===== src/rtl/uart_tx.sv =====
// uart_tx: 8N1 UART transmitter with a byte FIFO on the write side.
// The CPU/MMIO side pushes bytes with uart_fifo_write_en/uart_fifo_data.
// The serialiser sends each byte LSB-first at CLOCK_FREQ/BAUD_RATE clocks per bit.
// Optional feature macro: UART_TX_PARITY_EN adds an even-parity bit between
// the data bits and the stop bit. The default build is plain 8N1.
module uart_tx #(
    parameter int CLOCK_FREQ = 50_000_000,
    parameter int BAUD_RATE  = 115200,
    parameter int DEPTH      = 8
) (
    input  logic       clk,
    input  logic       rst,
    input  logic       uart_fifo_write_en,
    input  logic [7:0] uart_fifo_data,
    output logic       tx_line,
    output logic       tx_ready,
    output logic       write_fifo_full,
    output logic       tx_busy
);

    localparam int CLKS_PER_BIT = CLOCK_FREQ / BAUD_RATE;
    localparam int PTR_W        = $clog2(DEPTH);
    localparam int CNT_W        = PTR_W + 1;
    localparam int BAUD_W       = (CLKS_PER_BIT > 1) ? $clog2(CLKS_PER_BIT) : 1;

    localparam logic [BAUD_W-1:0] BAUD_LAST = BAUD_W'(CLKS_PER_BIT - 1);
    localparam logic [CNT_W-1:0]  CNT_FULL  = CNT_W'(DEPTH);

    typedef enum logic [2:0] {
        IDLE,
        START,
        DATA,
`ifdef UART_TX_PARITY_EN
        PARITY,
`endif
        STOP
    } state_t;

    logic [7:0]        mem [DEPTH];
    logic [PTR_W-1:0]  wr_ptr;
    logic [PTR_W-1:0]  rd_ptr;
    logic [CNT_W-1:0]  count;
    logic [CNT_W-1:0]  count_next;

    state_t            state;
    logic [BAUD_W-1:0] baud_cnt;
    logic [2:0]        bit_idx;
    logic [7:0]        shift;
`ifdef UART_TX_PARITY_EN
    logic              parity_bit;
`endif

    logic fifo_empty;
    logic baud_done;
    logic push;
    logic pop;

    assign fifo_empty = (count == '0);
    assign baud_done  = (baud_cnt == BAUD_LAST);
    // Fullness is judged on the count at the start of the cycle, so a write
    // arriving while full is dropped even if a pop happens in the same cycle.
    assign push       = uart_fifo_write_en && (count != CNT_FULL);
    assign pop        = !fifo_empty &&
                        ((state == IDLE) || ((state == STOP) && baud_done));

    assign tx_ready   = fifo_empty && !tx_busy;

    // Next FIFO occupancy from this cycle's push/pop pair
    always_comb begin
        count_next = count;
        case ({push, pop})
            2'b10:   count_next = count + 1'b1;
            2'b01:   count_next = count - 1'b1;
            default: count_next = count;
        endcase
    end

    // FIFO storage; contents need no reset because count gates every read
    always_ff @(posedge clk) begin
        if (push) begin
            mem[wr_ptr] <= uart_fifo_data;
        end
    end

    // FIFO pointers, occupancy and the registered full flag
    always_ff @(posedge clk or posedge rst) begin
        if (rst) begin
            wr_ptr          <= '0;
            rd_ptr          <= '0;
            count           <= '0;
            write_fifo_full <= 1'b0;
        end else begin
            if (push) begin
                wr_ptr <= wr_ptr + 1'b1;
            end
            if (pop) begin
                rd_ptr <= rd_ptr + 1'b1;
            end
            count           <= count_next;
            write_fifo_full <= (count_next == CNT_FULL);
        end
    end

    // Frame sequencer with registered line and busy outputs
    always_ff @(posedge clk or posedge rst) begin
        if (rst) begin
            state      <= IDLE;
            baud_cnt   <= '0;
            bit_idx    <= '0;
            shift      <= '0;
            tx_line    <= 1'b1;
            tx_busy    <= 1'b0;
`ifdef UART_TX_PARITY_EN
            parity_bit <= 1'b0;
`endif
        end else begin
            case (state)
                IDLE: begin
                    tx_line <= 1'b1;
                    if (pop) begin
                        shift      <= mem[rd_ptr];
`ifdef UART_TX_PARITY_EN
                        parity_bit <= ^mem[rd_ptr];
`endif
                        baud_cnt   <= '0;
                        state      <= START;
                        tx_line    <= 1'b0;
                        tx_busy    <= 1'b1;
                    end
                end

                START: begin
                    if (baud_done) begin
                        baud_cnt <= '0;
                        bit_idx  <= '0;
                        state    <= DATA;
                        tx_line  <= shift[0];
                    end else begin
                        baud_cnt <= baud_cnt + 1'b1;
                    end
                end

                // The line is loaded with the next bit one edge ahead of the
                // shift so tx_line stays a pure register output.
                DATA: begin
                    if (baud_done) begin
                        baud_cnt <= '0;
                        shift    <= shift >> 1;
                        if (bit_idx == 3'd7) begin
`ifdef UART_TX_PARITY_EN
                            state   <= PARITY;
                            tx_line <= parity_bit;
`else
                            state   <= STOP;
                            tx_line <= 1'b1;
`endif
                        end else begin
                            bit_idx <= bit_idx + 1'b1;
                            tx_line <= shift[1];
                        end
                    end else begin
                        baud_cnt <= baud_cnt + 1'b1;
                    end
                end

`ifdef UART_TX_PARITY_EN
                PARITY: begin
                    if (baud_done) begin
                        baud_cnt <= '0;
                        state    <= STOP;
                        tx_line  <= 1'b1;
                    end else begin
                        baud_cnt <= baud_cnt + 1'b1;
                    end
                end
`endif

                STOP: begin
                    if (baud_done) begin
                        baud_cnt <= '0;
                        if (pop) begin
                            shift      <= mem[rd_ptr];
`ifdef UART_TX_PARITY_EN
                            parity_bit <= ^mem[rd_ptr];
`endif
                            state      <= START;
                            tx_line    <= 1'b0;
                        end else begin
                            state      <= IDLE;
                            tx_line    <= 1'b1;
                            tx_busy    <= 1'b0;
                        end
                    end else begin
                        baud_cnt <= baud_cnt + 1'b1;
                    end
                end

                default: begin
                    state    <= IDLE;
                    baud_cnt <= '0;
                    tx_line  <= 1'b1;
                    tx_busy  <= 1'b0;
                end
            endcase
        end
    end

endmodule


===== config.mk =====
export PLATFORM = sky130hd
export DESIGN_NAME = uart_tx
export DESIGN_NICKNAME = d
export VERILOG_FILES = /design/src/rtl/uart_tx.sv
export SDC_FILE = /design/constraint.sdc
export NUM_CORES = 1
export LEC_CHECK = 0
export ABC_CLOCK_PERIOD_IN_PS = 3700
export CAP_MARGIN = 20
export CORE_AREA = 2 2 103 105
export DETAILED_ROUTE_END_ITERATION = 8
export DIE_AREA = 0 0 105 107
export MAX_ROUTING_LAYER = met4
export PLACE_DENSITY = 0.62
export SLEW_MARGIN = 20
export SYNTH_ARGS = -nofsm -noshare
export SYNTH_HDL_FRONTEND = slang
export SYNTH_SLANG_ARGS = --single-unit
export TNS_END_PERCENT = 30

===== constraint.sdc =====
create_clock -name clk -period 3.7 [get_ports clk]
set_clock_uncertainty 0.2 [all_clocks]
set_input_delay 0.555 -clock clk [delete_from_list [all_inputs] [get_ports clk]]
set_output_delay 0.555 -clock clk [all_outputs]
set_load 0.02 [all_outputs]

==> impl_metrics.sql, run 1 <==
INSERT INTO impl_metrics (metric_group, metric, value, unit) VALUES
('placement', 'numPortBuffers', '14', ''),
('die', 'ios', '15', ''),
('routing', 'drt-pass1-iter-count', '4', ''),
('timing', 'finalSetupViolations', '0', ''),
('routing', 'highest_layer', 'met4', ''),
('worst_setup_path', 'timing.critical_path.depth', '10', ''),
('worst_hold_path', 'min-delay-path-class', 'in -> async', ''),
('clock_tree', 'post_cts_resized', '0', ''),
('global_routing', 'grt_util_all_layers', '15.2', '%'),
('routing', 'drt_iter0_drc', '150', ''),
('worst_setup_path', 'critical_path.slowest_cell', 'dfrtp_1', ''),
('timing', 'peak_freq', '349', 'MHz'),
('synthesis', 'async_reset_ff_share', '35.4', '%'),
('synthesis', 'yosysTopAreaCellShare', '43.0', '%'),
('worst_setup_path', 'path_common_cell', 'ha_1', ''),
('timing', 'timing_max_transition_violations_final', '0', ''),
('worst_setup_path', 'required', '3.76', 'ns'),
('worst_setup_path', 'timing.critical_path.from_type', 'register', ''),
('synthesis', 'synth.distinct_cells', '50', ''),
('clock_tree', 'tritoncts', 'yes', ''),
('timing', 'final.min_clock_period', '2.87', 'ns'),
('layout', 'postLayoutCellArea', '5020', 'um2'),
('status', 'status', 'complete, no violations', ''),
('synthesis', 'ys_seq_elements', '99', ''),
('die', 'die_width', '105', 'um'),
('worst_setup_path', 'criticalPathCategory', 'reg -> reg', ''),
('routing', 'post_drt_via_cell_ratio', '5.25', ''),
('routing', 'post-route-drc-count', '0', ''),
('pwr', 'powerDensity', '753', 'nW/um2'),
('synthesis', 'synthMuxAreaShare', '13.4', '%'),
('global_routing', 'first_pass_grt_wire_length', '12.5', 'mm'),
('placement', 'placed_area', '4810', 'um2'),
('synthesis', 'synth_area_leader_cell', 'edfxtp_1', ''),
('synthesis', 'synth_top_family_by_area', 'multiplexers', ''),
('clock_tree', 'cts-root-to-sink-buffers', '2', ''),
('die', 'die_span_in_y', '107', 'um'),
('flow_run', 'cap_viol_max_count', '0', ''),
('timing', 'period_share', '77.5', '%'),
('timing', 'hold_viol_final', '0', ''),
('clock_tree', 'worstSkewPairLatency', '0.37', 'ns'),
('timing', 'rsz0062_at_grt', 'no', ''),
('worst_setup_path', 'r2r.worst_path.cells', '10', ''),
('pwr', 'p_leak', '1.88', 'nW'),
('synthesis', 'yosysWarnings', '0', ''),
('worst_setup_path', 'worstPathCellList', 'ha_1, and4b_1, a31oi_2, nor2_1, ha_1, a21oi_1, nor4_1, nor3_1, xor2_1, a211oi_2', ''),
('timing', 'max_slew.worst_pin.slew', '0.819', 'ns'),
('pwr', 'design_power_total', '3.78', 'mW'),
('synthesis', 'synthesis.instances', '308', ''),
('clock_tree', 'clock_tree.htree_level_count', '3', ''),
('synthesis', 'synth-seq-area-share', '62.6', '%'),
('global_routing', 'grt.overflow.total', '0', ''),
('routing', 'met3_length', '283', 'um'),
('synthesis', 'synth_edf_count', '64', ''),
('die', 'floorplan.die_area', '11200', 'um2'),
('routing', 'wl_met2', '3.64', 'mm'),
('synthesis', 'cells_taking_the_most_area_after_synthesis', 'edfxtp_1 43%, dfrtp_1 19%, mux4_2 8.1%', ''),
('pwr', 'ir_worst_vdd', '0.339', 'mV'),
('clock_tree', 'postCtsSetupRepairBufs', '0', ''),
('placement', 'dp_hpwl', '4.95', 'mm'),
('layout', 'syn2layout_area_growth', '12.2', '%'),
('routing', 'finalWirelength', '7.52', 'mm'),
('clock_tree', 'tritoncts.num_buffers', '9', ''),
('clock_tree', 'cts_hold_buffers', '0', ''),
('routing', 'routed-via-count', '2484', ''),
('synthesis', 'synth_compound_area_share', '7.95', '%'),
('routing', 'met1Wirelength', '3.49', 'mm'),
('routing', 'avgRoutedWirePerCell', '15.9', 'um'),
('clock_tree', 'cts_num_sinks', '99', ''),
('global_routing', 'grt_start_max_net_pins', '28', ''),
('synthesis', 'synth_commonest_cells', '64 x edfxtp_1, 34 x dfrtp_1, 34 x nand2_1, 26 x o21ai_0, 16 x mux4_2', ''),
('worst_setup_path', 'worst-path-max-fanout', '7', '');
[flip-flops by register name (all words and copies together), names as in the netlist]
name,count
baud_cnt,9
bit_idx,3
tx_line,1
write_fifo_full,1
shift,8
mem,64
wr_ptr,3
tx_busy,1
count,4
rd_ptr,3
state,2
[worst reg2reg max path, cell delays in order, from the launching register on]
cell and delay [ns]:
dfrtp_1 0.44, ha_1 0.21, and4b_1 0.23, a31oi_2 0.39, nor2_1 0.22, ha_1 0.27, a21oi_1 0.21, nor4_1 0.07
nor3_1 0.22, xor2_1 0.23, a211oi_2 0.07
[report_power, final]
group / internal, mW / total, mW / switching [mW]
combinational: 0.695 / 1.39 / 0.693
clock: 0.328 / 0.720 / 0.392
sequential: 1.44 / 1.67 / 0.229
[placed cells by master (no fill, tap or decap), drive strengths merged, types with 3 or more instances in the layout]
cell	instances
edfxtp	64
nand2	34
dfrtp	34
o21ai	26
mux4	16
nor2	16
clkdlybuf4s50	14
ha	13
inv	13
buf	12
mux2i	11
clkbuf	10
mux2	9
nor3	8
xor2	5
nand2b	4
and3	4
a31oi	4
a21oi	3
xnor2	3
a22oi	3
nor4	3
[final timing paths]
path	from	to	slack, ns
worst max-delay path	baud_cnt[0]$_DFFE_PP0N_	write_fifo_full$_DFF_PP0_	0.83
worst min-delay path	rst	wr_ptr[2]$_DFFE_PP0P_	0.24
worst max register to register	baud_cnt[0]$_DFFE_PP0N_	write_fifo_full$_DFF_PP0_	0.83
worst min register to register	tx_line$_DFFE_PP1P_	tx_line$_DFFE_PP1P_	0.28
max in group asynchronous	rst	tx_line$_DFFE_PP1P_	2.35
min in group clk	tx_line$_DFFE_PP1P_	tx_line$_DFFE_PP1P_	0.28
[per-stage QoR]
step / instances / util [%] / hold slack (ns) / worst slack (ns)
5_1_grt: 473 / 49.7 / 0.266 / 0.520
4_1_cts: 473 / 49.7 / 0.238 / 0.802
3_3_place_gp: 457 / 47.7 / 0.269 / 0.811
3_5_place_dp: 457 / 47.7 / 0.277 / 0.775
6_report: 473 / 49.7 / 0.236 / 0.831
2_1_floorplan: 308 / - / 0.272 / 1.11
[layer usage]
layer / GRT usage, % / up-vias
met5: - / -
met4: 5.05 / 0
met3: 4.07 / 8
met2: 24.2 / 32
met1: 19.0 / 1238
li1: - / 1206
[cell type report]
cell class,instances,area (um2)
multi-input combinational,188,1580
timing repair buffer,26,230
clock buffer,10,128
inverter,8,30.0
fill,899,5080
clock inverter,6,76.3
tap,136,170
sequential,99,2800
[cells by family (layout without fill, tap and decap cells)]
kind of cell    Yosys count  after routing
buf+inv                  21             50
xor+xnor                  8              8
flops                    99             99
simple gates             80             80
mux                      36             36
compound gates           51             51
fa+ha+maj                13             13
(Power assumes the default switching activity.)
==> inputs of run 2 (changes only) <==
--- a/config.mk
+++ b/config.mk
@@ -5,13 +5,13 @@
 export SDC_FILE = /design/constraint.sdc
 export NUM_CORES = 1
 export LEC_CHECK = 0
-export ABC_CLOCK_PERIOD_IN_PS = 3700
+export ABC_CLOCK_PERIOD_IN_PS = 2600
 export CAP_MARGIN = 20
 export CORE_AREA = 2 2 103 105
 export DETAILED_ROUTE_END_ITERATION = 8
 export DIE_AREA = 0 0 105 107
 export MAX_ROUTING_LAYER = met4
-export PLACE_DENSITY = 0.62
+export PLACE_DENSITY = 0.64
 export SLEW_MARGIN = 20
 export SYNTH_ARGS = -nofsm -noshare
 export SYNTH_HDL_FRONTEND = slang
==> constraint.sdc (replaced) <==
create_clock -name clk -period 2.6 [get_ports clk]
set_clock_uncertainty 0.2 [all_clocks]
set_input_delay 0.39 -clock clk [delete_from_list [all_inputs] [get_ports clk]]
set_output_delay 0.39 -clock clk [all_outputs]
set_load 0.02 [all_outputs]
==> impl_metrics.sql, run 2 (synthesis gave the netlist of run 1 again) <==
INSERT INTO impl_metrics (metric_group, metric, value, unit) VALUES
('status', 'status', 'complete, no violations', ''),
('global_routing', 'grt_start_max_net_pins', '36', ''),
('placement', 'numPortBuffers', '14', ''),
('routing', 'drt_iter0_drc', '140', ''),
('clock_tree', 'cts.root.buffer_cell', 'clkbuf_8', ''),
('placement', 'dp_hpwl', '5.32', 'mm'),
('clock_tree', 'cts_hold_buffers', '0', ''),
('routing', 'avgRoutedWirePerCell', '16.3', 'um'),
('global_routing', 'grt.overflow.total', '0', ''),
('pwr', 'p_leak', '1.97', 'nW'),
('timing', 'max_slew.worst_pin.slew', '0.788', 'ns'),
('routing', 'route.antenna.remaining_nets', '0', ''),
('worst_setup_path', 'crit_path_end_kind', 'register', ''),
('timing', 'period_share', '97.4', '%'),
('die', 'floorplan.die_area', '11200', 'um2'),
('pwr', 'powerDensity', '1070', 'nW/um2'),
('layout', 'antennaDiodeCount', '0', ''),
('layout', 'leading_cell_types_in_the_layout_fill_and_taps_excluded', '64 x edfxtp_1, 34 x nand2_1, 34 x dfrtp_1', ''),
('layout', 'drive_above_1_share', '24.4', '%'),
('clock_tree', 'cts_num_sinks', '99', ''),
('flow_run', 'cap_viol_max_count', '0', ''),
('die', 'core_box_area', '10100', 'um2'),
('timing', 'final.min_clock_period', '2.53', 'ns'),
('layout', 'top_flop_regs', 'mem x64, baud_cnt x9, shift x8', ''),
('clock_tree', 'cts-root-to-sink-buffers', '2', ''),
('clock_tree', 'worstSkewPairLatency', '0.37', 'ns'),
('die', 'die_width', '105', 'um'),
('worst_setup_path', 'criticalPathCategory', 'reg -> reg', ''),
('worst_setup_path', 'timing.critical_path.from_type', 'register', ''),
('routing', 'finalWirelength', '7.99', 'mm'),
('layout', 'largest_register', 'mem', ''),
('worst_setup_path', 'crit_path_max_incr_delay', '0.40', 'ns'),
('die', 'placement_rows', '37', ''),
('die', 'die_span_in_y', '107', 'um'),
('timing', 'hold_viol_final', '0', ''),
('routing', 'routed-via-count', '2577', ''),
('timing', 'slew-limit-headroom', '47.5', '%'),
('clock_tree', 'tritoncts.num_buffers', '9', ''),
('global_routing', 'first_pass_grt_wire_length', '13.3', 'mm'),
('layout', 'num-nets-final', '372', ''),
('worst_setup_path', 'crit_arrival', '2.62', 'ns'),
('layout', 'layout_commonest_cell', 'edfxtp_1', ''),
('layout', 'postLayoutCellArea', '5170', 'um2'),
('clock_tree', 'cts.reportedPaths.clkPinSlew', '0.10', 'ns'),
('routing', 'post_drt_via_cell_ratio', '5.27', ''),
('pwr', 'ir_worst_vdd', '0.424', 'mV'),
('layout', 'largest_register_ffs', '64', ''),
('placement', 'placed_area', '4940', 'um2'),
('worst_setup_path', 'critical_path.slowest_cell', 'dfrtp_1', ''),
('timing', 'peak_freq', '395', 'MHz'),
('global_routing', 'first_global_vias', '2701', ''),
('timing', 'timing_max_transition_violations_final', '0', ''),
('placement', 'gp_routability_congestion', '0.831', ''),
('timing', 'rsz0062_at_grt', 'yes', ''),
('die', 'initial_core_utilization', '44.3', '%'),
('layout', 'syn2layout_area_growth', '15.8', '%'),
('worst_setup_path', 'worstPathCellList', 'inv_1, ha_1, and4b_2, a31oi_4, nor3_4, xor2_1, ha_1, a21oi_2, o31a_1, nor3_2, xor2_1, a211oi_2', ''),
('worst_hold_path', 'min-delay-path-class', 'in -> async', ''),
('worst_setup_path', 'worst-path-max-fanout', '3', ''),
('clock_tree', 'clock_tree.htree_level_count', '3', ''),
('global_routing', 'grt_util_all_layers', '15.9', '%'),
('routing', 'post-route-drc-count', '0', ''),
('worst_setup_path', 'required', '2.69', 'ns'),
('routing', 'drt-pass1-iter-count', '4', ''),
('global_routing', 'grt_antenna_before_repair', '0', ''),
('layout', 'post-route-util', '51.3', '%'),
('timing', 'finalSetupViolations', '0', ''),
('clock_tree', 'tritoncts', 'yes', ''),
('die', 'ios', '15', '');
## run 2: worst paths after layout
kind	start	to	slack, ns	depth (start not counted)
setup / recovery	baud_cnt[1]$_DFFE_PP0N_	write_fifo_full$_DFF_PP0_	0.07	12
hold / removal	rst	count[3]$_DFF_PP0_	0.22	3
setup reg to reg	baud_cnt[1]$_DFFE_PP0N_	write_fifo_full$_DFF_PP0_	0.07	12
hold reg to reg	tx_line$_DFFE_PP1P_	tx_line$_DFFE_PP1P_	0.28	2
max in group asynchronous	rst	tx_line$_DFFE_PP1P_	1.64	3
min in group clk	tx_line$_DFFE_PP1P_	tx_line$_DFFE_PP1P_	0.28	2
## run 2: power by group
group / switching, mW / total, mW / internal [mW]
Combinational: 1.10 / 2.25 / 1.15
Clock: 0.578 / 0.951 / 0.373
Sequential: 0.300 / 2.35 / 2.05
## run 2: timing repair
action | in CTS | in global routing
setup buffers | 0 | 0
cloned | 0 | 0
gates resized for setup | 3 | 7
pin swaps | 0 | 2
endpoints found under the setup margin | 2 | 3
## run 2: metal layers
metal / up-vias / GRT usage, % / routed length (um)
li1: 1239 / - / -
met1: 1292 / 18.6 / 3570
met2: 38 / 26.6 / 4040
met3: 8 / 4.68 / 305
met4: 0 / 5.05 / 77
met5: - / - / 0
## run 2: worst max-delay path, delay by kind of cell, from the launching register on
kind	cells	cell delay [ns]
simple gates	3	0.54
compound gates	4	0.63
flops	1	0.40
buf+inv	1	0.08
xor+xnor	2	0.27
fa+ha+maj	2	0.33
## run 2: metrics by stage
step                hold WS, ns  total power, mW  std cells  setup slack (ns)  TNS (ns)
global placement          0.265             4.53        473           -0.0832   -0.0832
CTS                       0.220             5.58        489            0.0128         0
detailed placement        0.272             4.61        473            -0.125    -0.154
floorplan                 0.272             3.91        308            0.0123         0
global route              0.268             5.94        489            -0.116    -0.159
finish                    0.220             5.56        489            0.0683         0
## run 2: area by class of cell
cell class                 instances  area [um2]
clock buffer                       9         124
tap                              136         170
clock inverter                     7        63.8
fill                             881        4920
timing repair buffer              42         362
inverter                           8        30.0
sequential                        99        2800
multi-input combinational        188        1630
==> inputs of run 3 (changes only) <==
==> constraint.sdc (replaced) <==
create_clock -name clk -period 2.6 [get_ports clk]
set_clock_uncertainty 0.2 [all_clocks]
set_input_delay 0.39 -clock clk [delete_from_list [all_inputs] [get_ports clk]]
set_output_delay 0.39 -clock clk [all_outputs]
set_load 0.05 [all_outputs]
==> impl_metrics.sql, run 3 (synthesis gave the netlist of run 1 again) <==
INSERT INTO impl_metrics (metric_group, metric, value, unit) VALUES
('timing', 'timing_max_transition_violations_final', '0', ''),
('worst_hold_path', 'min-delay-path-class', 'in -> async', ''),
('timing', 'final.min_clock_period', '2.54', 'ns'),
('die', 'die_span_in_y', '107', 'um'),
('clock_tree', 'cts_num_sinks', '99', ''),
('timing', 'peak_freq', '394', 'MHz'),
('layout', 'syn2layout_area_growth', '16.3', '%'),
('pwr', 'powerDensity', '1070', 'nW/um2'),
('pwr', 'p_comb_share', '41.7', '%'),
('layout', 'drive_above_1_share', '24.9', '%'),
('pwr', 'ir_worst_vdd', '0.483', 'mV'),
('pwr', 'p_leak', '1.97', 'nW'),
('timing', 'max_slew.worst_pin.slew', '0.834', 'ns'),
('layout', 'post-route-util', '51.5', '%'),
('worst_setup_path', 'required', '2.69', 'ns'),
('global_routing', 'grt_antenna_before_repair', '0', ''),
('timing', 'finalWorstSetupSlack', '0.0637', 'ns'),
('timing', 'finalSetupViolations', '0', ''),
('global_routing', 'grt_util_all_layers', '15.9', '%'),
('routing', 'post-route-drc-count', '0', ''),
('global_routing', 'grt.overflow.total', '0', ''),
('flow_run', 'cap_viol_max_count', '0', ''),
('layout', 'largest_register', 'mem', ''),
('layout', 'filler_cell_count', '879', ''),
('placement', 'numPlacedInstances', '474', ''),
('clock_tree', 'cts-root-to-sink-buffers', '2', ''),
('layout', 'top_flop_regs', 'mem x64, baud_cnt x9, shift x8', ''),
('die', 'die_width', '105', 'um'),
('worst_setup_path', 'timing.critical_path.from_type', 'register', ''),
('die', 'ios', '15', ''),
('placement', 'gp_routability_congestion', '0.821', ''),
('worst_setup_path', 'worst-path-max-fanout', '3', ''),
('worst_setup_path', 'critical_path.slowest_cell', 'dfrtp_1', ''),
('worst_setup_path', 'crit_path_max_incr_delay', '0.39', 'ns'),
('layout', 'antennaDiodeCount', '0', ''),
('clock_tree', 'worstSkewPairLatency', '0.37', 'ns'),
('worst_setup_path', 'worstPathCellList', 'ha_1, and4b_2, a31oi_4, nor3_2, xor2_1, ha_1, a21oi_2, o31a_1, nor3_2, xor2_1, a211oi_2', ''),
('layout', 'postLayoutCellArea', '5200', 'um2'),
('layout', 'largest_register_ffs', '64', ''),
('global_routing', 'grt_start_max_net_pins', '28', ''),
('timing', 'hold_viol_final', '0', ''),
('clock_tree', 'cts.reportedPaths.clkPinSlew', '0.10', 'ns'),
('placement', 'numPortBuffers', '14', ''),
('die', 'initial_core_utilization', '44.3', '%'),
('die', 'placement_rows', '37', ''),
('worst_setup_path', 'cp_top_family', 'compound AO/OA/AOI/OAI gates', ''),
('die', 'floorplan.die_area', '11200', 'um2'),
('layout', 'num-nets-final', '374', ''),
('timing', 'period_share', '97.6', '%'),
('routing', 'drt-pass1-iter-count', '4', ''),
('worst_setup_path', 'timing.critical_path.buf_inv', '0', ''),
('status', 'status', 'complete, no violations', ''),
('routing', 'avgRoutedWirePerCell', '16.2', 'um'),
('global_routing', 'first_pass_grt_wire_length', '13.1', 'mm'),
('layout', 'leading_cell_types_in_the_layout_fill_and_taps_excluded', '64 x edfxtp_1, 34 x nand2_1, 33 x dfrtp_1', ''),
('clock_tree', 'tritoncts', 'yes', ''),
('die', 'core_box_area', '10100', 'um2'),
('layout', 'layout_commonest_cell', 'edfxtp_1', ''),
('routing', 'finalWirelength', '7.96', 'mm'),
('worst_setup_path', 'r2r.worst_path.cells', '11', ''),
('worst_setup_path', 'crit_path_end_kind', 'register', ''),
('timing', 'setup_tns', '0', 'ns'),
('timing', 'rsz0062_at_grt', 'yes', ''),
('placement', 'placed_area', '4970', 'um2'),
('pwr', 'cell_internal_pwr', '3.58', 'mW'),
('layout', 'multi_input_area', '1630', 'um2'),
('routing', 'post_drt_via_cell_ratio', '5.29', ''),
('layout', 'final_cell_count_no_fill', '490', ''),
('pwr', 'p_sw_share', '35.8', '%'),
('pwr', 'power.share.sequential', '42.3', '%'),
('clock_tree', 'cts_hold_buffers', '0', ''),
('layout', 'layout.area.seq', '2800', 'um2'),
('clock_tree', 'clock_tree.htree_level_count', '3', ''),
('placement', 'pre_cts_worst_setup_slack', '-0.174', 'ns'),
('routing', 'drt_iter0_drc', '132', ''),
('clock_tree', 'cts.root.buffer_cell', 'clkbuf_8', ''),
('clock_tree', 'tritoncts.num_buffers', '9', ''),
('routing', 'routed-via-count', '2593', ''),
('global_routing', 'first_global_vias', '2612', ''),
('pwr', 'total_switching_power', '1.99', 'mW'),
('worst_setup_path', 'crit_arrival', '2.62', 'ns'),
('placement', 'dp_hpwl', '5.36', 'mm'),
('worst_setup_path', 'criticalPathCategory', 'reg -> reg', ''),
('pwr', 'pwr-share-clk', '16.0', '%'),
('timing', 'slew-limit-headroom', '44.4', '%'),
('routing', 'route.antenna.remaining_nets', '0', ''),
('worst_setup_path', 'timing.critical_path.depth', '11', '');
run 3: cell types whose count changed in the layout (fill, tap and decap cells not counted), sizes merged:
cell / before / now
inv: 13 / 11
buf: 28 / 31
clkinv: 1 / 3
clkinvlp: 1 / 0
dlygate4sd2: 1 / 0
run 3: stage by stage:
step | hold WS [ns] | power (mW)
after floorplan | 0.272 | 3.95
after global routing | 0.120 | 5.95
after detailed placement | 0.273 | 4.68
after global placement | 0.266 | 4.61
final | 0.0898 | 5.58
after CTS | 0.0855 | 5.59
run 3: power groups by stage:
stage | clock (mW) | combinational [mW] | sequential [mW]
after floorplan | 0 | 1.63 | 2.32
after detailed placement | 0 | 2.30 | 2.38
after CTS | 0.927 | 2.31 | 2.35
after global routing | 0.990 | 2.55 | 2.41
after global placement | 0 | 2.25 | 2.36
final | 0.892 | 2.32 | 2.36
run 3: layer usage:
| layer | vias to the layer above | part of all wire (%) | track usage [%] |
|---|---|---|---|
| li1 | 1247 | - | - |
| met1 | 1300 | 46 | 19.7 |
| met2 | 38 | 50 | 25.8 |
| met3 | 8 | 3.2 | 4.38 |
| met4 | 0 | 1.0 | 4.57 |
| met5 | - | 0 | - |
run 3: final cells by class:
cell class                      instances  share of cell area, %
Timing Repair Buffer                   44                   7.70
Clock inverter                          6                  0.915
Clock buffer                            9                   2.38
Tap cell                              136                   3.27
Multi-Input combinational cell        188                   31.3
Inverter                                8                  0.578
Sequential cell                        99                   53.9
run 3: final timing paths:
path	slack, ns	start	endpoint
worst max register to register	0.06	baud_cnt[0]$_DFFE_PP0N_	write_fifo_full$_DFF_PP0_
max in group asynchronous	1.55	rst	tx_line$_DFFE_PP1P_
worst min-delay path	0.09	rst	count[3]$_DFF_PP0_
min in group clk	0.28	tx_line$_DFFE_PP1P_	tx_line$_DFFE_PP1P_
worst max-delay path	0.06	baud_cnt[0]$_DFFE_PP0N_	write_fifo_full$_DFF_PP0_
worst min register to register	0.28	tx_line$_DFFE_PP1P_	tx_line$_DFFE_PP1P_
run 3: what timing repair did:
item                                    CTS  global route
resized for setup                         2             7
setup buffers                             0             1
endpoints found under the setup margin    2             3
pin swaps                                 2             3
